### src/rtl/ar_outstanding_limiter.sv
// ar_outstanding_limiter: single-entry AR register slice that caps the number
// of read bursts in flight (issued AR without its last R beat). The R channel
// is a pure combinational pass-through.
// Optional statistics ports (stallCycles, peakOutstanding) are present only
// when the macro AR_LIMITER_STATS_EN is defined.
module ar_outstanding_limiter #(
  parameter int ADDR_BITS            = 32,
  parameter int BURST_LEN_WIDTH      = 8,
  parameter int TID_WIDTH            = 8,
  parameter int LOG_BLOCK_DATA_BYTES = 0,
  parameter int OUTST_WIDTH          = 3
) (
  input  logic                                     clk,
  input  logic                                     resetN,
  input  logic                                     en,
  // AR from prefetcher
  input  logic                                     s_ar_valid,
  output logic                                     s_ar_ready,
  input  logic [BURST_LEN_WIDTH-1:0]               s_ar_len,
  input  logic [ADDR_BITS-1:0]                     s_ar_addr,
  input  logic [TID_WIDTH-1:0]                     s_ar_id,
  // AR to memory
  output logic                                     m_ar_valid,
  input  logic                                     m_ar_ready,
  output logic [BURST_LEN_WIDTH-1:0]               m_ar_len,
  output logic [ADDR_BITS-1:0]                     m_ar_addr,
  output logic [TID_WIDTH-1:0]                     m_ar_id,
  // R from memory
  input  logic                                     m_r_valid,
  output logic                                     m_r_ready,
  input  logic                                     m_r_last,
  input  logic [((1<<LOG_BLOCK_DATA_BYTES)*8)-1:0] m_r_data,
  input  logic [TID_WIDTH-1:0]                     m_r_id,
  // R to prefetcher
  output logic                                     s_r_valid,
  input  logic                                     s_r_ready,
  output logic                                     s_r_last,
  output logic [((1<<LOG_BLOCK_DATA_BYTES)*8)-1:0] s_r_data,
  output logic [TID_WIDTH-1:0]                     s_r_id,
  // control / status
  input  logic [OUTST_WIDTH-1:0]                   crs_maxOutstanding,
  output logic [OUTST_WIDTH-1:0]                   outstandingCnt,
  output logic                                     errorFlag
`ifdef AR_LIMITER_STATS_EN
  ,
  output logic [15:0]                              stallCycles,
  output logic [OUTST_WIDTH-1:0]                   peakOutstanding
`endif
);

  typedef enum logic [1:0] {ST_EMPTY, ST_PENDING, ST_BLOCKED} state_t;

  localparam logic [OUTST_WIDTH-1:0] CNT_MAX = '1;
  localparam logic [OUTST_WIDTH-1:0] CNT_ONE = OUTST_WIDTH'(1);

  state_t                       r_state;
  logic                         r_m_ar_valid;
  logic [ADDR_BITS-1:0]         r_addr;
  logic [BURST_LEN_WIDTH-1:0]   r_len;
  logic [TID_WIDTH-1:0]         r_id;
  logic [OUTST_WIDTH-1:0]       r_cnt;
  logic                         r_err;

  logic                         w_m_hs;
  logic                         w_s_ready;
  logic                         w_s_hs;
  logic                         w_r_last;
  logic [OUTST_WIDTH-1:0]       w_cnt_nxt;
  logic                         w_cnt_err;
  logic                         w_limit_hit;

  // R channel is wired straight through
  assign s_r_valid = m_r_valid;
  assign s_r_last  = m_r_last;
  assign s_r_data  = m_r_data;
  assign s_r_id    = m_r_id;
  assign m_r_ready = s_r_ready;

  assign w_m_hs    = r_m_ar_valid & m_ar_ready;
  // Accept when empty, or when the held entry leaves this very cycle so the
  // slice sustains one request per clock. Held low during reset.
  assign w_s_ready = resetN & en & ((r_state == ST_EMPTY) | w_m_hs);
  assign w_s_hs    = s_ar_valid & w_s_ready;
  assign w_r_last  = m_r_valid & s_r_ready & m_r_last;

  assign s_ar_ready     = w_s_ready;
  assign m_ar_valid     = r_m_ar_valid;
  assign m_ar_addr      = r_addr;
  assign m_ar_len       = r_len;
  assign m_ar_id        = r_id;
  assign outstandingCnt = r_cnt;
  assign errorFlag      = r_err;

  // Next outstanding count: issue and completion in one cycle cancel; under/overflow saturate and flag
  always_comb begin
    w_cnt_nxt = r_cnt;
    w_cnt_err = 1'b0;
    if (w_m_hs && !w_r_last) begin
      if (r_cnt == CNT_MAX) w_cnt_err = 1'b1;
      else                  w_cnt_nxt = r_cnt + CNT_ONE;
    end else if (!w_m_hs && w_r_last) begin
      if (r_cnt == '0) w_cnt_err = 1'b1;
      else             w_cnt_nxt = r_cnt - CNT_ONE;
    end
  end

  // Limit is judged against the count as it will be after this edge
  assign w_limit_hit = (crs_maxOutstanding != '0) && (w_cnt_nxt >= crs_maxOutstanding);

  // Outstanding counter and sticky protocol error
  always_ff @(posedge clk or negedge resetN) begin
    if (!resetN) begin
      r_cnt <= '0;
      r_err <= 1'b0;
    end else begin
      r_cnt <= w_cnt_nxt;
      r_err <= r_err | w_cnt_err;
    end
  end

  // Request buffer: capture on every accepted AR
  always_ff @(posedge clk or negedge resetN) begin
    if (!resetN) begin
      r_addr <= '0;
      r_len  <= '0;
      r_id   <= '0;
    end else if (w_s_hs) begin
      r_addr <= s_ar_addr;
      r_len  <= s_ar_len;
      r_id   <= s_ar_id;
    end
  end

  // Slice FSM with registered m_ar_valid; a blocked entry is never presented
  always_ff @(posedge clk or negedge resetN) begin
    if (!resetN) begin
      r_state      <= ST_EMPTY;
      r_m_ar_valid <= 1'b0;
    end else begin
      case (r_state)
        ST_EMPTY: begin
          if (w_s_hs) begin
            r_state      <= w_limit_hit ? ST_BLOCKED : ST_PENDING;
            r_m_ar_valid <= !w_limit_hit;
          end
        end
        ST_PENDING: begin
          if (w_m_hs) begin
            if (w_s_hs) begin
              r_state      <= w_limit_hit ? ST_BLOCKED : ST_PENDING;
              r_m_ar_valid <= !w_limit_hit;
            end else begin
              r_state      <= ST_EMPTY;
              r_m_ar_valid <= 1'b0;
            end
          end
        end
        ST_BLOCKED: begin
          if (!w_limit_hit) begin
            r_state      <= ST_PENDING;
            r_m_ar_valid <= 1'b1;
          end
        end
        default: begin
          r_state      <= ST_EMPTY;
          r_m_ar_valid <= 1'b0;
        end
      endcase
    end
  end

`ifdef AR_LIMITER_STATS_EN
  logic [15:0]            r_stall;
  logic [OUTST_WIDTH-1:0] r_peak;

  assign stallCycles     = r_stall;
  assign peakOutstanding = r_peak;

  // Saturating count of blocked cycles and high-water mark of the counter
  always_ff @(posedge clk or negedge resetN) begin
    if (!resetN) begin
      r_stall <= '0;
      r_peak  <= '0;
    end else begin
      if ((r_state == ST_BLOCKED) && (r_stall != 16'hFFFF)) r_stall <= r_stall + 16'd1;
      if (w_cnt_nxt > r_peak) r_peak <= w_cnt_nxt;
    end
  end
`endif

endmodule

### config.mk
export PLATFORM = sky130hd
export DESIGN_NAME = ar_outstanding_limiter
export DESIGN_NICKNAME = d
export VERILOG_FILES = /design/src/rtl/ar_outstanding_limiter.sv
export SDC_FILE = /design/constraint.sdc
export NUM_CORES = 1
export LEC_CHECK = 0
export ABC_AREA = 0
export CAP_MARGIN = 20
export CORE_ASPECT_RATIO = 0.8
export CORE_MARGIN = 8
export CORE_UTILIZATION = 40
export DETAILED_ROUTE_END_ITERATION = 16
export PLACE_DENSITY = 0.86
export RECOVER_POWER = 100
export SYNTH_ARGS = -nofsm -noshare
export SYNTH_HDL_FRONTEND = slang
export SYNTH_SLANG_ARGS = --single-unit
### constraint.sdc
create_clock -name clk -period 3.4 [get_ports clk]
set_clock_uncertainty 0.15 [all_clocks]
set_input_delay 0.68 -clock clk [delete_from_list [all_inputs] [get_ports clk]]
set_output_delay 0.68 -clock clk [all_outputs]
set_load 0.05 [all_outputs]
* Yosys cells after proc, flatten, opt, wreduce, memory -nomap -nowiden *
Cells that the tools add are included.

storage, ports and cells
  flip-flop bits (word level) = 55
  logic and storage cells = 53
  output and inout bits = 73
  input bits = 75

cells by class
  mux-type cells = 19
  reductions and logical operators = 10
  equal/unequal tests = 6
  bitwise operators = 8
  $lt $le $gt $ge = 1
  add/subtract/negate cells = 2

operators by type and width
  operator             number
  $mux 3               4
  $mux 2               5
  $mux 1               8
  $and 1x1->1          6
  $ne 2x2->1 const B   3
  $pmux 2 s3           1
  $add 3x1->3 const B  1
  $eq 3x3->1 const B   1
  $ge 3x3->1           1
  $logic_and 1x1->1    3
  $logic_not 1->1      3
  $logic_not 3->1      1
  $pmux 1 s3           1
  $reduce_and 3->1     1
  $reduce_bool 3->1    1
  $sub 3x1->3 const B  1
  $eq 2x1->1 const B   1
  $eq 2x2->1 const B   1
  $logic_not 2->1      1
  $or 1x1->1           2

* Depth between registers and ports, before layout *
Gate-level depths: netlist of run 1.

  word-level depth = 11
  mapped depth = 11

* Worst setup path before layout of run 1 *
No wires, ideal clock.

  path type = register to register
  start = reg r_cnt[0], in the netlist outstandingCnt[0]
  end = reg r_m_ar_valid, in the netlist m_ar_valid
  library setup time = 0.124 ns
  data required time = 3.126 ns
  path buffers = 0
  path slack = 0.688 ns
  cell stages (with the launch flop) = 12
  data arrival time = 2.438 ns
  cells stage by stage = dfrtp_1 -> inv_1 -> ha_1 -> nand2b_1 -> nand2_1 -> o21ai_0 -> xnor2_1 -> ha_1 -> nor2b_1 -> o21ai_0 -> nand2_1 -> a211o_1

on the way
  word-level cells in the longest chain between the ends = 10
  elaborated cells between the ends (all ways) = 17
  those cells by class = add/sub (2); order compare (1); eq/ne (2); mux (8); reduce/logical (4)

ends and longest elaborated chain
  element                                         RTL line  source
  start: declaration                              61        logic [OUTST_WIDTH-1:0] r_cnt;
  start signal: assignment                        116       r_cnt <= w_cnt_nxt;
  $sub 3x1->3 or $logic_not 3->1 (tied branches)  103, 102
  $mux 3                                          102       if (r_cnt == '0) w_cnt_err = 1'b1;
  $mux 3                                          101       end else if (!w_m_hs && w_r_last) begin
  $mux 3 (*)                                      98        if (w_m_hs && !w_r_last) begin
  $ge 3x3->1 (*)                                  108       assign w_limit_hit = (crs_maxOutstanding != '0) && (w_cnt_nxt >= crs_maxOutstanding);
  $logic_and 1x1->1 (*)                           108
  $logic_not 1->1                                 --
  $mux 1                                          149       if (w_s_hs) begin
  $mux 1                                          148       if (w_m_hs) begin
  $pmux 1 s3                                      140       case (r_state)
  end signal: assignment                          144       r_m_ar_valid <= !w_limit_hit;
  end signal: assignment                          151       r_m_ar_valid <= !w_limit_hit;
  end: declaration                                57        logic r_m_ar_valid;

Every way passes the cells marked *; elsewhere a longest branch is shown, timed or not. The select of a mux whose other input is x is not followed.
A chain may end at the register's enable or synchronous reset.

* Final worst setup path of run 1 *
  start = in m_ar_ready
  end = out s_ar_ready

on the way
  word-level cells in the longest chain between the ends = 3

ends and longest elaborated chain
  element             RTL line  source
  start: declaration  24        input logic m_ar_ready,
  $and 1x1->1         79        assign w_m_hs = r_m_ar_valid & m_ar_ready;
  $or 1x1->1          82        assign w_s_ready = resetN & en & ((r_state == ST_EMPTY) | w_m_hs);
  $and 1x1->1         82
  end: declaration    18        output logic s_ar_ready,

Every way passes these cells.

==> results of run 1 <==
[state kept, by name, indices dropped and copies added, names as in the netlist]
name,count
m_ar_valid,1
r_state,1
outstandingCnt,3
errorFlag,1
m_ar_id,8
m_ar_addr,32
m_ar_len,8
[cell type report]
| type | count | area share |
|---|---|---|
| inverters | 5 | 0.00527 |
| flip-flops and latches | 54 | 0.379 |
| clock inverters | 2 | 0.00421 |
| clock buffers | 5 | 0.0193 |
| repair buffers | 118 | 0.324 |
| multi-input cells | 94 | 0.240 |
| well taps | 81 | 0.0285 |
[cells by family (layout without fill, tap and decap cells)]
| kind of cell | Yosys count | in the layout | share of synthesized area |
|---|---|---|---|
| adder cells (fa/ha/maj) | 6 | 6 | 0.0310 |
| multiplexers | 48 | 48 | 0.223 |
| AO/OA/AOI/OAI | 14 | 14 | 0.0419 |
| buffers and inverters | 30 | 130 | 0.0874 |
| flip-flops | 54 | 54 | 0.559 |
| XOR/XNOR | 2 | 2 | 0.00724 |
| AND/OR/NAND/NOR | 24 | 24 | 0.0502 |
[worst min path at each step]
stage / depth (start not counted) / endpoint / startpoint
4_1_cts: 1 / errorFlag / errorFlag
5_1_grt: 1 / m_ar_len[2] / m_ar_len[2]
3_5_place_dp: 1 / errorFlag / errorFlag
2_1_floorplan: 0 / errorFlag / resetN
3_3_place_gp: 1 / errorFlag / errorFlag
6_report: 1 / errorFlag / errorFlag
[through the flow]
stage / power, uW / setup WS (ns)
after floorplan: 2820 / 0.688
after detailed placement: 3660 / 0.245
after CTS: 4010 / 0.558
after global routing: 4020 / 0.172
after global placement: 3600 / 0.381
final: 3820 / 0.262
[synth_stat cells]
cell,count,area share
nor3_1,2,0.0041
ha_1,6,0.031
nand2_2,1,0.0026
nand2_1,8,0.012
or3_1,2,0.0052
buf_2,1,0.0021
xnor2_1,2,0.0072
o21ai_0,2,0.0041
nand3_1,2,0.0041
a221oi_1,1,0.0036
a211o_1,2,0.0072
o22ai_1,1,0.0026
inv_1,5,0.0078
nor3b_1,1,0.0031
o211a_4,1,0.0072
a211oi_1,1,0.0031
nand2b_1,1,0.0026
nor2b_1,1,0.0026
and3_1,2,0.0052
buf_6,2,0.0093
nor2_1,2,0.0031
dfrtp_1,54,0.56
buf_4,22,0.068
a21oi_1,5,0.010
o221ai_1,1,0.0036
mux2_2,48,0.22
nor4_1,1,0.0026
and2_1,1,0.0026
[worst register-to-register path: stages (launching register included)]
cell and delay, ns:
dfrtp_1 0.45, inv_1 0.12, ha_1 0.23, nand2b_1 0.11
nand2_1 0.08, o21ai_0 0.39, xnor2_1 0.13, ha_1 0.29
nor2b_1 0.04, o21ai_0 0.22, nand2_1 0.10, a211o_1 0.27
[power groups by stage]
stage	clock (uW)	combinational, uW	sequential (uW)
floorplan	0	545	2270
global placement	0	2460	1140
detailed placement	0	2500	1160
CTS	359	2510	1150
global route	378	2470	1180
finish	339	2360	1130
[routing by layer]
| layer | up-vias | track usage | share of wire |
|---|---|---|---|
| met5 | - | 0 | 0 |
| met4 | 0 | 0.0341 | 0.0094 |
| met3 | 8 | 0.0623 | 0.12 |
| met2 | 79 | 0.233 | 0.48 |
| met1 | 855 | 0.157 | 0.39 |
| li1 | 802 | - | - |
==> flow_summary.yaml, run 1 <==
placement:
  dp_cells: 352
  finalWeightedCongestion: 0.782
  placement.io_buffers: 115
  place_area_um2: 3490
  dp_hpwl_um: 4810
timing:
  worst-slew-pin-transition_ns: 1.34
  final_hold_viol_count: 0
  grt_setup_unrepaired: "false"
  clock.fmax_mhz: 319
  holdWs_ns: 0.335
  report.final.slew_viol_count: 0
  timing.setup.tns_ns: 0
  finalSetupViolCount: 0
  slew_headroom: 0.109
  period_share: 0.923
  fin_crit_ns: 3.14
pwr:
  power_switching_uw: 1930
  pwr-share-seq: 0.295
  clockPowerShare: 0.089
  p_int_uw: 1890
  p_comb_frac: 0.616
  power_density_nw_per_um2: 1070
  switching_share: 0.505
  power.leakage_uw: 0.00152
  ir_drop_v: 0.000461
floorplanning:
  dieArea_um2: 8810
  die_h_um: 85.6
  start_util: 0.411
  ios: 148
  die_x_um: 103
  fp.coreArea_um2: 5880
  num_rows: 25
grt:
  grt_pass1_wl_um: 9810
  grt_max_degree: 55
  grtUsageTotal: 0.139
  antenna_found_initial: 0
  grt_overflow: 0
  grt_pass1_vias: 2011
worst_setup_path:
  path_cells: "dlygate4sd3_1 > and2_0 > o211a_4 > clkbuf_1"
  critPathCapture: "s_ar_ready"
  worst-path-stages: 4
  cp_max_fo: 6
  r2r_setup_slack_ns: 0.70
  cpMaxStageDelayCell: "dlygate4sd3_1"
  timing.rr.start: "outstandingCnt[0]"
  crit_path_start_kind: "input port"
  crit_start: "m_ar_ready"
  slowest_delay_ns: 0.59
  worstPathArrival_ns: 2.31
  crit_family: "buffers and inverters"
  critPathKind: "input port to output port"
  crit_buf_inv: 2
  endpoint_kind: "output port"
  ff2ff_path_depth: 11
  r2r-end: "m_ar_valid"
  worstPathRequired_ns: 2.57
routing:
  drcViolationCount: 0
  wl_per_cell_um: 17.0
  viasPerCell: 4.86
  num_vias: 1744
  wl_um: 6090
  dr.pass1.iters: 4
  ant_nets: 0
  drt-initial-drc-count: 58
layout:
  multi_input_area_um2: 853
  fin_nets: 359
  final_area_um2: 3560
  layout_common_cells: "dlygate4sd3_1, clkdlybuf4s50_1, dfrtp_1"
  drive_gt1_frac: 0.212
  stdcell_count: 359
  num-fill-cells: 522
  diodes: 0
  area_growth_pct: 47.3
  seq_area_um2: 1350
  layout_commonest_cell: "dlygate4sd3_1"
  utilization: 0.606
clock_network:
  clk_latency_ns: 0.29
  numCtsBuffers: 5
  cts_tree: "built"
  clk_path_buf_depth: 2
  cts-root-buf: "clkbuf_8"
  post_cts_buffers: 0
  cts_sinks: 54
  holdBufCountCts: 0
  ctsResizeCount: 0
  path_clk_slew_ns: 0.09
  cts_max_level: 2
yosys:
  synthCells: 178
  syn_area_per_cell_um2: 13.6
  ys.warnings.count: 0
  synth_fp_nets: 259
  netlist_area_um2: 2420
  ys_seq_area_frac: 0.559
  yosysUniqueCellTypes: 28
  synth-seq-cells: 54
flow_run:
  drv_cap: 0
status:
  status: "finished, final reports clean"
min_path:
  hold_class: "flop to flop"
No activity file was read; power rests on OpenSTA's default activity.
==> run 2, diff against run 1 <==
- CAP_MARGIN: 20 -> not set
==> results of run 2 <==
The final DEF is identical to that of run 1; final timing and power are the same.
==> run 3, diff against run 2 <==
- CORE_MARGIN: 8 -> not set
- PLACE_DENSITY: 0.86 -> 0.89
==> run 3 against run 2 <==
Effect of this change: routed wire length fell by 15%; non-clock buffer count unchanged; power fell by 0.79%; clock power fell by 3%; die area fell by 28%; count of clock-buffer cells in the layout unchanged; critical path depth grew 6; first-iteration DRC count shrank 33%.
==> flow_summary.yaml, run 3 (synthesis results as in run 1) <==
clock_network:
  cts_sinks: 54
  post_cts_buffers: 0
  cts_max_level: 2
  holdBufCountCts: 0
  clk_path_buf_depth: 2
  cts_tree: "built"
  cts-root-buf: "clkbuf_8"
  path_clk_slew_ns: 0.09
  clk_latency_ns: 0.29
  numCtsBuffers: 5
  ctsResizeCount: 0
pwr:
  clockPowerShare: 0.087
  pwr-share-seq: 0.295
  switching_share: 0.501
  total_power_uw: 3790
  power.leakage_uw: 0.00153
  p_comb_frac: 0.618
  ir_drop_v: 0.000457
  p_int_uw: 1890
  power_density_nw_per_um2: 1070
  power_switching_uw: 1900
floorplanning:
  num_rows: 24
  die_x_um: 88.9
  fp.coreArea_um2: 5650
  die_h_um: 71.6
  start_util: 0.428
  dieArea_um2: 6360
  ios: 148
grt:
  grt_max_degree: 55
  grt_overflow: 0
  grt_pass1_wl_um: 8200
  grtUsageTotal: 0.170
  grt_pass1_vias: 1723
  antenna_found_initial: 0
layout:
  area_growth_pct: 47.1
  utilization: 0.630
  diodes: 0
  stdcell_count: 356
  fin_nets: 359
  layout_common_cells: "dlygate4sd3_1, clkdlybuf4s50_1, dfrtp_1"
  seq_area_um2: 1350
  multi_input_area_um2: 853
  drive_gt1_frac: 0.216
  num-fill-cells: 459
  layout_commonest_cell: "dlygate4sd3_1"
  largest_reg_flops: 32
timing:
  period_share: 0.878
  grt_setup_unrepaired: "false"
  worst-slew-pin-transition_ns: 1.32
  timing.setup.tns_ns: 0
  slew_headroom: 0.117
  fin_crit_ns: 2.99
  report.final.slew_viol_count: 0
  clock.fmax_mhz: 335
  final_hold_viol_count: 0
  finalSetupViolCount: 0
worst_setup_path:
  endpoint_kind: "flop"
  crit_path_start_kind: "input port"
  worstPathRequired_ns: 3.43
  crit_start: "m_ar_ready"
  cp_max_fo: 6
  timing.rr.start: "outstandingCnt[0]"
  critPathKind: "input port to flop"
  worstPathArrival_ns: 3.01
routing:
  wl_um: 5200
  drcViolationCount: 0
  wl_per_cell_um: 14.6
  viasPerCell: 4.85
  num_vias: 1725
  ant_nets: 0
  dr.pass1.iters: 4
  drt-initial-drc-count: 39
placement:
  placement.io_buffers: 115
  dp_hpwl_um: 3890
  finalWeightedCongestion: 0.781
  dp_cells: 349
flow_run:
  drv_cap: 0
min_path:
  worstHoldStart: "errorFlag"
  hold_class: "flop to flop"
status:
  status: "finished, final reports clean"
-- run 3: final cells by class --
| cell class | instances | share of cell area |
|---|---|---|
| Sequential cell | 54 | 0.380 |
| Timing Repair Buffer | 118 | 0.325 |
| Multi-Input combinational cell | 94 | 0.240 |
| Tap cell | 78 | 0.0274 |
| Clock buffer | 5 | 0.0193 |
| Inverter | 5 | 0.00528 |
| Clock inverter | 2 | 0.00281 |
-- run 3: path summary, 6_finish.rpt --
path	endpoint	slack [ns]	cells past startpoint
setup / recovery	m_ar_valid	0.41	10
hold / removal	errorFlag	0.32	1
setup reg to reg	m_ar_valid	0.76	11
hold reg to reg	errorFlag	0.32	1
max in group asynchronous	m_ar_addr[16]	1.60	2
min in group asynchronous	errorFlag	0.70	2
-- run 3: per-layer routing --
| layer | GRT usage | wire length, um | vias to the layer above | part of all wire |
|---|---|---|---|---|
| li1 | - | - | 802 | - |
| met1 | 0.210 | 2110 | 823 | 0.41 |
| met2 | 0.271 | 2480 | 94 | 0.48 |
| met3 | 0.0703 | 547 | 6 | 0.11 |
| met4 | 0.0547 | 62 | 0 | 0.012 |
| met5 | 0 | 0 | - | 0 |
-- run 3: per-stage QoR --
stage | instance area, um^2 | setup slack (ns) | hold slack, ns
floorplan | 2420 | 0.688 | 0.234
global placement | 3490 | 0.385 | 0.315
detailed placement | 3490 | 0.263 | 0.310
CTS | 3570 | 0.580 | 0.331
global route | 3560 | 0.261 | 0.356
finish | 3560 | 0.413 | 0.318
-- run 3: power by group through the flow --
stage / Clock, uW / Combinational, uW / Sequential (uW)
detailed placement: 0 / 2480 / 1150
floorplan: 0 / 545 / 2270
finish: 330 / 2350 / 1120
global placement: 0 / 2430 / 1140
global route: 367 / 2450 / 1170
CTS: 349 / 2480 / 1140
-- run 3: critical path, cell delays in order --
cell and delay, ns:
dlygate4sd3_1 0.60, and2_0 0.34, nand3_1 0.15, o21ai_0 0.21, xnor2_1 0.12, ha_1 0.28
nor2b_1 0.04, o21ai_0 0.21, nand2_1 0.11, a211o_1 0.28
